**config.mk**
```make
export PLATFORM = sky130hd
export DESIGN_NAME = turn_controller_flat
export DESIGN_NICKNAME = d
export VERILOG_FILES = /design/src/rtl/turn_controller_if.sv /design/src/rtl/turn_controller.sv /design/src/flat_wrapper.sv
export SDC_FILE = /design/constraint.sdc
export NUM_CORES = 1
export LEC_CHECK = 0
export ABC_AREA = 1
export BUFFER_PORTS_ARGS = -buffer_cell sky130_fd_sc_hd__buf_2
export CORE_MARGIN = 2
export CORE_UTILIZATION = 25
export DETAILED_ROUTE_END_ITERATION = 8
export PLACE_DENSITY_LB_ADDON = 0.25
export SLEW_MARGIN = 0
export SYNTH_ARGS = -nofsm -noshare
export SYNTH_HDL_FRONTEND = slang
export SYNTH_SLANG_ARGS = --single-unit
```
**constraint.sdc**
```tcl
create_clock -name clock -period 2 [get_ports clock]
set_input_delay 0.4 -clock clock [delete_from_list [all_inputs] [get_ports clock]]
set_output_delay 0.4 -clock clock [all_outputs]
set_load 0.02 [all_outputs]
```
**src/rtl/turn_controller_if.sv**
```systemverilog
// Board bus between the turn controller and its neighbours.
// Master side: button/cursor logic, card memory. Slave side: turn_controller.
interface turn_controller_if #(
    parameter int NUM_CARDS = 36
);
    logic                 A;
    logic [2:0]           inputState;
    logic [5:0]           mem6x6;
    logic [4:0]           cardData;
    logic [5:0]           rdAddr;
    logic [4:0]           data1;
    logic [4:0]           data2;
    logic [NUM_CARDS-1:0] faceUp;
    logic [NUM_CARDS-1:0] matched;
    logic [4:0]           pairsFound;
    logic                 busy;
    logic                 GO;

    modport master (
        output A, inputState, mem6x6, cardData,
        input  rdAddr, data1, data2, faceUp, matched,
        input  pairsFound, busy, GO
    );

    modport slave (
        input  A, inputState, mem6x6, cardData,
        output rdAddr, data1, data2, faceUp, matched,
        output pairsFound, busy, GO
    );
endinterface

```
**src/rtl/turn_controller.sv**
```systemverilog
// Memory-game turn sequencer: two picks, fetch, compare, hold, board state.
// Ports: clock, resetN (sync active-low), bus (slave side of turn_controller_if).
module turn_controller #(
    parameter int         NUM_CARDS   = 36,
    parameter int         NUM_PAIRS   = 18,
    parameter int         HOLD_CYCLES = 50_000_000,
    parameter logic [2:0] PLAY_STATE  = 3'd2
) (
    input  logic              clock,
    input  logic              resetN,
    turn_controller_if.slave  bus
);

    typedef enum logic [2:0] {
        S_PICK1,
        S_LOAD1,
        S_PICK2,
        S_LOAD2,
        S_COMPARE,
        S_HOLD,
        S_DONE
    } state_t;

    localparam int CW = (HOLD_CYCLES > 1) ? $clog2(HOLD_CYCLES) : 1;
    localparam logic [NUM_CARDS-1:0] ONE = NUM_CARDS'(1);
    localparam logic [CW-1:0] HOLD_LOAD = CW'(HOLD_CYCLES - 1);
    localparam logic [4:0] PAIRS_MAX = 5'(NUM_PAIRS);

    state_t               state_q, state_d;
    logic                 a_prev_q, a_prev_d;
    logic [5:0]           rd_addr_q, rd_addr_d;
    logic [4:0]           data1_q, data1_d;
    logic [4:0]           data2_q, data2_d;
    logic [5:0]           pick1_q, pick1_d;
    logic [5:0]           pick2_q, pick2_d;
    logic [NUM_CARDS-1:0] face_q, face_d;
    logic [NUM_CARDS-1:0] match_q, match_d;
    logic [4:0]           pairs_q, pairs_d;
    logic [CW-1:0]        hold_q, hold_d;
    logic                 busy_q, busy_d;
    logic                 go_q, go_d;

    logic                 press;
    logic                 in_play;
    logic                 abort;
    logic                 pos_ok;
    logic [NUM_CARDS-1:0] sel_cur;
    logic [NUM_CARDS-1:0] sel_p1;
    logic [NUM_CARDS-1:0] sel_p2;
    logic                 occupied;
    logic                 pick_ok;
    logic                 same;
    logic                 hold_zero;
    logic [4:0]           pairs_inc;
    logic                 last_pair;

    // Rising edge of the level-type button; held A yields one event.
    assign press     = bus.A & ~a_prev_q;
    assign in_play   = (bus.inputState == PLAY_STATE);
    // Leaving play aborts the turn everywhere except after game over.
    assign abort     = ~in_play & (state_q != S_DONE);
    assign pos_ok    = (int'(bus.mem6x6) < NUM_CARDS);
    // Out-of-range cursor shifts the one-hot off the board (all zero).
    assign sel_cur   = ONE << bus.mem6x6;
    assign sel_p1    = ONE << pick1_q;
    assign sel_p2    = ONE << pick2_q;
    // faceUp covers the first pick, so re-picking it is rejected here.
    assign occupied  = |(sel_cur & (face_q | match_q));
    assign pick_ok   = press & pos_ok & ~occupied;
    assign same      = (data1_q == data2_q);
    assign hold_zero = (hold_q == '0);
    assign pairs_inc = (pairs_q < PAIRS_MAX) ? pairs_q + 5'd1 : pairs_q;
    assign last_pair = (pairs_inc == PAIRS_MAX);

    // State register
    always_ff @(posedge clock) begin
        if (!resetN) begin
            state_q <= S_PICK1;
        end else begin
            state_q <= state_d;
        end
    end

    // Next-state logic
    always_comb begin
        state_d = state_q;
        if (abort) begin
            state_d = S_PICK1;
        end else begin
            unique case (state_q)
                S_PICK1:   if (pick_ok) state_d = S_LOAD1;
                S_LOAD1:   state_d = S_PICK2;
                S_PICK2:   if (pick_ok) state_d = S_LOAD2;
                S_LOAD2:   state_d = S_COMPARE;
                S_COMPARE: begin
                    if (!same)          state_d = S_HOLD;
                    else if (last_pair) state_d = S_DONE;
                    else                state_d = S_PICK1;
                end
                S_HOLD:    if (hold_zero) state_d = S_PICK1;
                S_DONE:    state_d = S_DONE;
                default:   state_d = S_PICK1;
            endcase
        end
    end

    // Output and datapath next-state logic
    always_comb begin
        a_prev_d  = bus.A;
        rd_addr_d = rd_addr_q;
        data1_d   = data1_q;
        data2_d   = data2_q;
        pick1_d   = pick1_q;
        pick2_d   = pick2_q;
        face_d    = face_q;
        match_d   = match_q;
        pairs_d   = pairs_q;
        hold_d    = hold_q;
        if (abort) begin
            face_d = face_q & match_q;
            hold_d = '0;
        end else begin
            unique case (state_q)
                S_PICK1: begin
                    if (pick_ok) begin
                        pick1_d   = bus.mem6x6;
                        rd_addr_d = bus.mem6x6;
                        face_d    = face_q | sel_cur;
                    end
                end
                S_LOAD1: data1_d = bus.cardData;
                S_PICK2: begin
                    if (pick_ok) begin
                        pick2_d   = bus.mem6x6;
                        rd_addr_d = bus.mem6x6;
                        face_d    = face_q | sel_cur;
                    end
                end
                S_LOAD2: data2_d = bus.cardData;
                S_COMPARE: begin
                    if (same) begin
                        match_d = match_q | sel_p1 | sel_p2;
                        pairs_d = pairs_inc;
                    end else begin
                        hold_d = HOLD_LOAD;
                    end
                end
                S_HOLD: begin
                    if (hold_zero) begin
                        face_d = face_q & ~(sel_p1 | sel_p2);
                    end else begin
                        hold_d = hold_q - CW'(1);
                    end
                end
                S_DONE:  ;
                default: ;
            endcase
        end
        // Status flags registered from the upcoming state.
        busy_d = (state_d == S_LOAD1) || (state_d == S_LOAD2) ||
                 (state_d == S_COMPARE) || (state_d == S_HOLD);
        go_d   = (state_d == S_DONE);
    end

    // Datapath registers
    always_ff @(posedge clock) begin
        if (!resetN) begin
            a_prev_q  <= 1'b0;
            rd_addr_q <= '0;
            data1_q   <= '0;
            data2_q   <= '0;
            pick1_q   <= '0;
            pick2_q   <= '0;
            face_q    <= '0;
            match_q   <= '0;
            pairs_q   <= '0;
            hold_q    <= '0;
            busy_q    <= 1'b0;
            go_q      <= 1'b0;
        end else begin
            a_prev_q  <= a_prev_d;
            rd_addr_q <= rd_addr_d;
            data1_q   <= data1_d;
            data2_q   <= data2_d;
            pick1_q   <= pick1_d;
            pick2_q   <= pick2_d;
            face_q    <= face_d;
            match_q   <= match_d;
            pairs_q   <= pairs_d;
            hold_q    <= hold_d;
            busy_q    <= busy_d;
            go_q      <= go_d;
        end
    end

    assign bus.rdAddr     = rd_addr_q;
    assign bus.data1      = data1_q;
    assign bus.data2      = data2_q;
    assign bus.faceUp     = face_q;
    assign bus.matched    = match_q;
    assign bus.pairsFound = pairs_q;
    assign bus.busy       = busy_q;
    assign bus.GO         = go_q;

endmodule
```
**src/flat_wrapper.sv**
```systemverilog
// flat-port wrapper written by rule: the top's interface ports become plain ports
module turn_controller_flat 
#(
    parameter int         NUM_CARDS   = 36,
    parameter int         NUM_PAIRS   = 18,
    parameter int         HOLD_CYCLES = 50_000_000,
    parameter logic [2:0] PLAY_STATE  = 3'd2
)
  (clock, resetN, bus_A, bus_inputState, bus_mem6x6, bus_cardData, bus_rdAddr, bus_data1, bus_data2, bus_faceUp, bus_matched, bus_pairsFound, bus_busy, bus_GO);
  turn_controller_if #(.NUM_CARDS(NUM_CARDS)) bus_i ();
  input  logic clock;
  input  logic resetN;
  input wire logic [$bits(bus_i.A)-1:0] bus_A;
  input wire logic [$bits(bus_i.inputState)-1:0] bus_inputState;
  input wire logic [$bits(bus_i.mem6x6)-1:0] bus_mem6x6;
  input wire logic [$bits(bus_i.cardData)-1:0] bus_cardData;
  output wire logic [$bits(bus_i.rdAddr)-1:0] bus_rdAddr;
  output wire logic [$bits(bus_i.data1)-1:0] bus_data1;
  output wire logic [$bits(bus_i.data2)-1:0] bus_data2;
  output wire logic [$bits(bus_i.faceUp)-1:0] bus_faceUp;
  output wire logic [$bits(bus_i.matched)-1:0] bus_matched;
  output wire logic [$bits(bus_i.pairsFound)-1:0] bus_pairsFound;
  output wire logic [$bits(bus_i.busy)-1:0] bus_busy;
  output wire logic [$bits(bus_i.GO)-1:0] bus_GO;
  assign bus_i.A = bus_A;
  assign bus_i.inputState = bus_inputState;
  assign bus_i.mem6x6 = bus_mem6x6;
  assign bus_i.cardData = bus_cardData;
  assign bus_rdAddr = bus_i.rdAddr;
  assign bus_data1 = bus_i.data1;
  assign bus_data2 = bus_i.data2;
  assign bus_faceUp = bus_i.faceUp;
  assign bus_matched = bus_i.matched;
  assign bus_pairsFound = bus_i.pairsFound;
  assign bus_busy = bus_i.busy;
  assign bus_GO = bus_i.GO;
  turn_controller #(.NUM_CARDS(NUM_CARDS), .NUM_PAIRS(NUM_PAIRS), .HOLD_CYCLES(HOLD_CYCLES), .PLAY_STATE(PLAY_STATE)) u_core (.clock(clock), .resetN(resetN), .bus(bus_i));
endmodule
```
==> results_dict.tcl, run 1 <==
set metrics [dict create \
    synth_edf_count 0 \
    cts_tree "built" \
    critPathSlowestCell "or2_2" \
    r2r_start "u_core.bus.faceUp[12]$_SDFFE_PN0P_" \
    placed_cell_area_mm2 0.01070 \
    cts_buffer_depth 2 \
    drc 0 \
    synth_top_flop_cell "dfxtp_1" \
    grt_use_met3 0.03651 \
    critical_path_class "reg -> reg" \
    die_h_um 188.3 \
    setup_viol 0 \
    hold_end "u_core.a_prev_q$_SDFF_PN0_" \
    first_pass_iters 5 \
    coreArea_mm2 0.03353 \
    yosysSeqAreaShare 0.3230 \
    crit_top_cell "nand2_1" \
    grt_pass1_vias 9254 \
    vdd_ir_drop_max_v 0.0006182 \
    r2r_end "u_core.bus.faceUp[21]$_SDFFE_PN0P_" \
    synth_nets 1399 \
    syn_inst 1379 \
    synth_top_area_cell "dfxtp_1" \
    fp.dieW_um 188.3 \
    skew_ps 11.78 \
    ant_nets 0 \
    layout-drive-gt1-share 0.2502 \
    p_per_area_mw_per_mm2 572.6 \
    path_max_fanout 9 \
    detailed_place_hpwl_um 25830 \
    finalCriticalPeriod_ps 1992 \
    holdPathStages 3 \
    power_leakage_nw 5.904 \
    finalWirelength_um 36300 \
    maxSlewHeadroom 0.4299 \
    grt_max_degree 68 \
    r2r_setup_slack_ps 8 \
    drt_iter0_drc 902 \
    netlist_area_mm2 0.008492 \
    grtUsageTotal 0.1938 \
    vias_per_cell 4.851 \
    fin_ws_ps 8.416 \
    grt_use_met1 0.2884 \
    antenna_found_initial 2 \
    required_ps 2340 \
    clk_latency_ps 450 \
    rsz0062_at_grt "true" \
    busiest_layer "met1" \
    synth_area_leaders "dfxtp_1, nand2_1, nand3_1, nor2_1, inv_1" \
    max_freq_mhz 502.1 \
    cts_root_buffer "clkbuf_16" \
    startpoint_type "flip-flop" \
    r2r_cells 12 \
    gr-usage-met2 0.2802 \
    io_buffers 111 \
    place_ws_ps -557.6 \
    async_flop_share 0 \
    syn_area_per_cell_um2 6.158 \
    dr_total_vias 10134 \
    design_area_mm2 0.01188 \
    gp_congestion 0.9575 \
    hold_violations 0 \
    drv_slew 0 \
    worstMarginPinSlew_ps 852.0 \
    area_delta_synth_final_pct 39.91 \
    hp-class "in -> reg" \
    tns_ps 0 \
    cts.clk_slew.worst_paths_ps 60 \
    hp-start "bus_A" \
    arrival_ps 2330 \
    nets 1647 \
    io_pins 112 \
    path_cells "or2_2 -> nand2_1 -> nand2_1 -> nor2_2 -> nand2_2 -> nor2_4 -> nand3_4 -> nand2_8 -> clkbuf_16 -> nand3_1 -> nand2_1 -> nand2_1" \
    maxCapViolCount 0 \
    critPathCaptureType "flip-flop" \
    yosys_warnings 0 \
    ys_ff_latch 137 \
    htree_levels 4 \
    wl_per_cell_um 17.38 \
    initial_core_util 0.2532 \
    slowest_delay_ps 310 \
    synth_top_area_share 0.3230 \
    cts_sinks 137 \
    status "finished, final reports clean" \
    fin_crit_sh 0.9958 \
    finalPower_w 0.006803 \
    grt_pass1_wl_um 53320 \
    cts_inserted_buffers 17 \
    grt_overflow_total 0 \
    dieArea_mm2 0.03546 \
    placementRows 67 \
    synth_cell_types 38 \
    finish.utilization 0.3543 \
]
[Yosys cell counts, types with 2 or more instances]
cell / count
nand2_1: 365
nor2_1: 173
nand3_1: 150
inv_1: 140
dfxtp_1: 137
a21oi_1: 100
o21ai_0: 49
clkbuf_1: 43
o21a_1: 34
nand4_1: 30
nor3_1: 30
or2_2: 21
a211oi_1: 20
buf_4: 11
xnor2_1: 11
xor2_1: 10
a221oi_1: 7
buf_2: 7
buf_6: 5
a31oi_1: 4
clkinv_1: 4
buf_1: 3
ha_1: 3
inv_2: 3
nor2_2: 3
nand3_2: 2
nand3b_1: 2
nor2_4: 2
[registers in the layout, indices dropped and copies added (netlist names), 3 cells and up]
signal / count
u_core.bus.rdAddr: 6
u_core.state_q: 3
u_core.pick1_q: 6
u_core.bus.matched: 36
u_core.hold_q: 26
u_core.bus.data1: 5
u_core.bus.data2: 5
u_core.bus.faceUp: 36
u_core.pick2_q: 6
u_core.bus.pairsFound: 5
[cells in the final DEF (no fill, tap or decap), drive strengths merged, types with 2 or more instances in the layout]
master	count
or2	21
clkinv	8
bufinv	5
o21a	34
nand4	30
nand3b	2
buf	288
o21ai	50
nand3	153
nor3	30
nor2	178
nand2	367
a221oi	7
a211oi	20
a21oi	100
xor2	10
a31oi	4
clkbuf	29
diode	2
xnor2	11
dfxtp	137
ha	3
inv	144
[kinds of logic (layout without fill, tap and decap cells)]
logic type,count (synthesis),count (layout),share of synthesized area
AO/OA/AOI/OAI,220,220,0.1510
XOR/XNOR,21,21,0.02166
adder cells (fa/ha/maj),3,3,0.004421
buffers and inverters,216,475,0.1058
flip-flops,137,137,0.3230
other,0,2,0
AND/OR/NAND/NOR,782,783,0.3941
[layer usage]
layer	vias up	wire length [µm]
met3	38	2954
li1	4987	-
met4	0	668
met2	372	15300
met1	4737	17380
met5	-	0
[where the power goes]
group | internal [W] | total, W | switching, W
sequential | 0.00273 | 0.00274 | 0.00000424
clock | 0.00228 | 0.00361 | 0.00134
combinational | 0.000168 | 0.000450 | 0.000283
[worst max-delay path by stage]
stage | startpoint | to | slack, ps | depth (start not counted)
global placement | bus_mem6x6[3] | u_core.bus.faceUp[19]$_SDFFE_PN0P_ | -560 | 16
detailed placement | bus_mem6x6[3] | u_core.bus.faceUp[0]$_SDFFE_PN0P_ | -560 | 16
finish | u_core.bus.faceUp[12]$_SDFFE_PN0P_ | u_core.bus.faceUp[21]$_SDFFE_PN0P_ | 8 | 12
floorplan | bus_mem6x6[5] | u_core.bus.faceUp[32]$_SDFFE_PN0P_ | 80 | 13
global route | bus_mem6x6[4] | u_core.bus.faceUp[19]$_SDFFE_PN0P_ | -40 | 16
CTS | bus_mem6x6[3] | u_core.pick2_q[2]$_SDFFE_PN0P_ | 2 | 16
[cell type report]
cell class	count	area, µm²
diodes	2	5.005
clock buffers	20	456.7
clock inverters	11	193.9
fillers	3684	21650
inverters	147	551.8
multi-input cells	1027	5091
flip-flops and latches	137	2745
well taps	448	560.5
repair buffers	297	2277
[critical path, delay by kind of cell (launching register included)]
| kind | cells | cell delay, ps |
|---|---|---|
| simple gates | 11 | 1380 |
| flops | 1 | 300 |
| buf+inv | 1 | 200 |
[metrics by stage]
step	std cells	hold slack (ps)
final	2089	158.5
after global routing	2089	182.0
after CTS	2076	136.5
after detailed placement	2042	454.0
after global placement	2042	454.7
after floorplan	1379	443.5
[timing repair]
| action | CTS | global route |
|---|---|---|
| gates resized for setup | 9 | 63 |
| pin swaps | 5 | 16 |
| buffers inserted | 2 | 3 |
| hold buffers | 0 | 0 |
| endpoints found under the setup margin | 55 | 80 |
| gates cloned | 1 | 8 |
No activity file was read; power rests on OpenSTA's default activity.
==> run 2, diff against run 1 <==
MAX_ROUTING_LAYER = met4   (was not set)
==> run 2 against run 1 <==
Effect of this change:
- sequential share of layout area is 0.46 points lower
- setup slack better by 28 ps
- cell count is 0.96% higher
- critical path depth is 4 higher
==> results_dict.tcl, run 2 (synthesis gave the netlist of run 1 again) <==
set metrics [dict create \
    status "finished, final reports clean" \
    io_pins 112 \
    power_leakage_nw 5.991 \
    max_freq_mhz 509.3 \
    fp.dieW_um 188.3 \
    grt_overflow_total 0 \
    r2r_start "u_core.bus.faceUp[31]$_SDFFE_PN0P_" \
    drc 0 \
    clock_power_share 0.483 \
    sequentialPowerShare 0.438 \
    area_delta_synth_final_pct 43.04 \
    cts.clk_slew.worst_paths_ps 60 \
    cts_inserted_buffers 17 \
    startpoint_type "primary input" \
    dp.cells 2046 \
    initial_core_util 0.2532 \
    grt_pass1_vias 9140 \
    drt_iter0_drc 1260 \
    comb_power_share 0.079 \
    arrival_ps 2290 \
    worstMarginPinSlew_ps 909.2 \
    maxSlewHeadroom 0.3917 \
    gp_congestion 0.9493 \
    finalWirelength_um 37640 \
    maxCapViolCount 0 \
    nets 1669 \
    finish.utilization 0.3622 \
    switching_share 0.2570 \
    cts_buffer_depth 2 \
    grt_max_degree 68 \
    cts_tree "built" \
    ant_nets 0 \
    grtUsageTotal 0.1997 \
    n_antenna_cell 0 \
    drv_slew 0 \
    final_cell_count_no_fill 2109 \
    dieArea_mm2 0.03546 \
    placed_cell_area_mm2 0.01072 \
    skew_ps 12.87 \
    hp-class "in -> reg" \
    dr_total_vias 10498 \
    design_area_mm2 0.01215 \
    vdd_ir_drop_max_v 0.0006049 \
    cts_root_buffer "clkbuf_16" \
    critPathCaptureType "flip-flop" \
    critical_path_class "in -> reg" \
    fin_crit_sh 0.9817 \
    finalCriticalPeriod_ps 1963 \
    layout-drive-gt1-share 0.2818 \
    mostFrequentLayoutCells "nand2_1, buf_4, nor2_1" \
    cp-startpoint "bus_mem6x6[3]" \
    vias_per_cell 4.978 \
    p_per_area_mw_per_mm2 515.1 \
    die_h_um 188.3 \
    final_common_cell "nand2_1" \
    antenna_found_initial 0 \
    setup_viol 0 \
    hp-start "bus_A" \
    power.switching_w 0.001608 \
    required_ps 2330 \
    path_max_fanout 8 \
    hold_violations 0 \
    placementRows 67 \
    clk_latency_ps 440 \
    wl_per_cell_um 17.85 \
    intPower_w 0.004649 \
    first_pass_iters 5 \
    htree_levels 4 \
    coreArea_mm2 0.03353 \
    detailed_place_hpwl_um 26090 \
    cts_sinks 137 \
    grt_pass1_wl_um 53550 \
    io_buffers 111 \
]
run 2: changes by cell type in the layout (fill, tap and decap cells not counted), moves of 6 or more:
cell     before  now
nand2_1     350  339
buf_6         2    8
nor2_1      155  145
nor2_2       16   22
nand2_4       2    9
or2_4         5   13
nand3_2       6   17
nand3_1     143  130
or2_2        16    8
buf_4       162  183
run 2: layer usage:
metal,global-route usage,routed length [µm],up-vias
met1,0.2946,18010,4959
met3,0.03185,3226,33
met2,0.2789,15910,475
met5,-,0,-
met4,0.05319,495,0
li1,-,-,5031
run 2: per-stage QoR:
step / power [W] / setup TNS (ps) / hold WS, ps / worst slack [ps]
2_1_floorplan: 0.002989 / 0 / 443.5 / 80.00
3_3_place_gp: 0.003166 / -31680 / 454.4 / -614.2
3_5_place_dp: 0.003165 / -30510 / 459.2 / -601.5
4_1_cts: 0.006193 / 0 / 129.1 / 4.571
5_1_grt: 0.006439 / -51.78 / 190.2 / -12.75
6_report: 0.006256 / 0 / 154.9 / 36.55
run 2: path summary, 6_finish.rpt:
check / slack [ps] / end / cells after the start
max: 40 / u_core.bus.faceUp[32]$_SDFFE_PN0P_ / 16
min reg2reg: 480 / u_core.bus.rdAddr[0]$_SDFFE_PN0P_ / 2
max reg2reg: 60 / u_core.bus.faceUp[28]$_SDFFE_PN0P_ / 12
min: 150 / u_core.a_prev_q$_SDFF_PN0_ / 3
run 2: final cells by class:
type / count / area, µm²
inverter: 147 / 554.3
multi-input combinational: 1027 / 5293
sequential: 137 / 2750
clock buffer: 23 / 457.9
clock inverter: 8 / 73.82
fill: 3649 / 21390
timing repair buffer: 319 / 2457
tap: 448 / 560.5
run 2: worst max-delay path, cell delays in order:
cell,delay (ps)
buf_4,140
buf_6,130
nor2_4,140
nand2_4,110
buf_6,140
nor2_4,150
nand3_2,130
nand2_1,120
nor2_2,50
nand2_2,90
nor2_4,50
nand3_4,140
nand2_8,140
clkbuf_16,210
nand3_1,80
nand2_1,50
run 2: power groups by stage:
stage	combinational, W	sequential, W	clock, W
3_3_place_gp	0.000367	0.00280	0
4_1_cts	0.000376	0.00274	0.00308
5_1_grt	0.000522	0.00274	0.00318
3_5_place_dp	0.000367	0.00280	0
6_report	0.000497	0.00274	0.00302
2_1_floorplan	0.000189	0.00280	0
run 2: what timing repair did:
item	CTS	global route
pin swaps	3	31
hold buffers	0	0
buffers inserted	2	17
endpoints found under the setup margin	56	82
gates resized for setup	12	129
gates cloned	0	13
==> run 3, diff against run 2 <==
CTS_BUF_LIST = sky130_fd_sc_hd__clkbuf_8 sky130_fd_sc_hd__clkbuf_16   (was not set)
==> run 3 against run 2 <==
Effect of this change:
- clock-buffer cell count shrank 5
- worst hold slack got worse by 4.3 ps
- die area unchanged
- flip-flop and latch count unchanged
- global-route usage did not move
- register-to-register slack about the same
- critical endpoint is now u_core.bus.faceUp[35]$_SDFFE_PN0P_
- largest cell class unchanged
- highest routed layer unchanged
==> results_dict.tcl, run 3 (synthesis gave the netlist of run 1 again) <==
set metrics [dict create \
    grtUsageTotal 0.1997 \
    dieArea_mm2 0.03546 \
    power_leakage_nw 5.974 \
    skew_ps 11.84 \
    finalCriticalPeriod_ps 1951 \
    initial_core_util 0.2532 \
    detailed_place_hpwl_um 26090 \
    nets 1665 \
    finish.utilization 0.3582 \
    max_freq_mhz 512.5 \
    hold_violations 0 \
    finalPower_w 0.006221 \
    cts_root_buffer "clkbuf_16" \
    multiInputGateArea_mm2 0.005215 \
    arrival_ps 2290 \
    layout-drive-gt1-share 0.2746 \
    design_area_mm2 0.01201 \
    coreArea_mm2 0.03353 \
    grt_pass1_vias 9140 \
    setup_viol 0 \
    ant_nets 0 \
    critPathCaptureType "flip-flop" \
    maxSlewHeadroom 0.4060 \
    fillers 3670 \
    p_per_area_mw_per_mm2 517.8 \
    antenna_found_initial 0 \
    mostFrequentLayoutCells "nand2_1, buf_4, nor2_1" \
    r2r_start "u_core.bus.faceUp[23]$_SDFFE_PN0P_" \
    io_buffers 111 \
    gp_congestion 0.9493 \
    maxCapViolCount 0 \
    final_common_cell "nand2_1" \
    startpoint_type "flip-flop" \
    cts.clk_slew.worst_paths_ps 60 \
    r2r_end "u_core.bus.faceUp[35]$_SDFFE_PN0P_" \
    required_ps 2340 \
    area_delta_synth_final_pct 41.46 \
    finalWirelength_um 37350 \
    final_cell_count_no_fill 2105 \
    io_pins 112 \
    die_h_um 188.3 \
    vias_per_cell 4.949 \
    clock_power_share 0.483 \
    cts_tree "built" \
    grt_overflow_total 0 \
    sequentialPowerShare 0.440 \
    grt_max_degree 68 \
    drv_slew 0 \
    comb_power_share 0.077 \
    dr_total_vias 10418 \
    switching_share 0.2585 \
    first_pass_iters 5 \
    clk_latency_ps 450 \
    hp-start "bus_A" \
    cts_sinks 137 \
    cts_buffer_depth 2 \
    path_max_fanout 8 \
    r2r_cells 12 \
    vdd_ir_drop_max_v 0.0006216 \
    power.switching_w 0.001608 \
    hp-class "in -> reg" \
    hold_slack_ps 150.6 \
    regArea_mm2 0.002746 \
    placementRows 67 \
    wl_per_cell_um 17.74 \
    fp.dieW_um 188.3 \
    r2r_setup_slack_ps 50 \
    status "finished, final reports clean" \
    holdPathStages 3 \
    critical_path_class "reg -> reg" \
    intPower_w 0.004613 \
    worstMarginPinSlew_ps 887.8 \
    fin_crit_sh 0.9757 \
    placed_cell_area_mm2 0.01072 \
    dp.cells 2046 \
    hold_end "u_core.a_prev_q$_SDFF_PN0_" \
    grt_pass1_wl_um 53550 \
    cts_inserted_buffers 17 \
    drt_iter0_drc 1128 \
    n_antenna_cell 0 \
    htree_levels 4 \
    drc 0 \
]
-- run 3: worst max-delay path by stage --
stage / start / end / slack [ps] / cells after the start
floorplan: bus_mem6x6[5] / u_core.bus.faceUp[32]$_SDFFE_PN0P_ / 80 / 13
global placement: bus_mem6x6[3] / u_core.bus.faceUp[19]$_SDFFE_PN0P_ / -610 / 16
detailed placement: bus_mem6x6[3] / u_core.bus.faceUp[18]$_SDFFE_PN0P_ / -600 / 16
CTS: bus_mem6x6[3] / u_core.bus.rdAddr[0]$_SDFFE_PN0P_ / 5 / 15
global route: u_core.bus.faceUp[31]$_SDFFE_PN0P_ / u_core.bus.faceUp[30]$_SDFFE_PN0P_ / -50 / 12
finish: u_core.bus.faceUp[23]$_SDFFE_PN0P_ / u_core.bus.faceUp[35]$_SDFFE_PN0P_ / 50 / 12
-- run 3: layout make-up --
class	instances	area share
Sequential cell	137	0.2286
Timing Repair Buffer	315	0.2002
Tap cell	448	0.04666
Clock inverter	13	0.007708
Multi-Input combinational cell	1027	0.4341
Inverter	147	0.04614
Clock buffer	18	0.03656
-- run 3: timing repair --
action / in CTS / in global routing
pin swaps: 3 / 35
hold buffers: 0 / 0
resized for setup: 12 / 105
setup buffers: 2 / 14
gates cloned: 0 / 12
setup endpoints to repair: 56 / 82
-- run 3: metrics by stage --
stage | worst slack [ps] | setup TNS [ps]
after floorplan | 80.00 | 0
after global placement | -614.2 | -31680
after detailed placement | -601.5 | -30510
after CTS | 4.870 | 0
after global routing | -46.61 | -662.4
final | 48.70 | 0
-- run 3: power by group through the flow --
| stage | logic [W] | registers [W] | clock network [W] |
|---|---|---|---|
| detailed placement | 0.000367 | 0.00280 | 0 |
| CTS | 0.000376 | 0.00274 | 0.00306 |
| finish | 0.000481 | 0.00274 | 0.00300 |
| floorplan | 0.000189 | 0.00280 | 0 |
| global placement | 0.000367 | 0.00280 | 0 |
| global route | 0.000506 | 0.00274 | 0.00316 |
-- run 3: metal layers --
metal / up-vias / wire [µm] / part of all wire / track usage
li1: 5024 / - / - / -
met1: 4944 / 18090 / 0.48 / 0.2946
met2: 412 / 15650 / 0.42 / 0.2789
met3: 38 / 2976 / 0.080 / 0.03185
met4: 0 / 633 / 0.017 / 0.05319
met5: - / 0 / 0 / -
-- run 3: worst max-delay path: stages (launching register included) --
cell	delay, ps
dfxtp_1	310
or2_2	310
nand3_1	130
nand2_1	80
nor2_2	100
nand2_2	80
nor2_4	120
nand3_4	150
nand2_8	190
clkbuf_16	200
nand3_1	70
nand2_1	60
nand2_1	50
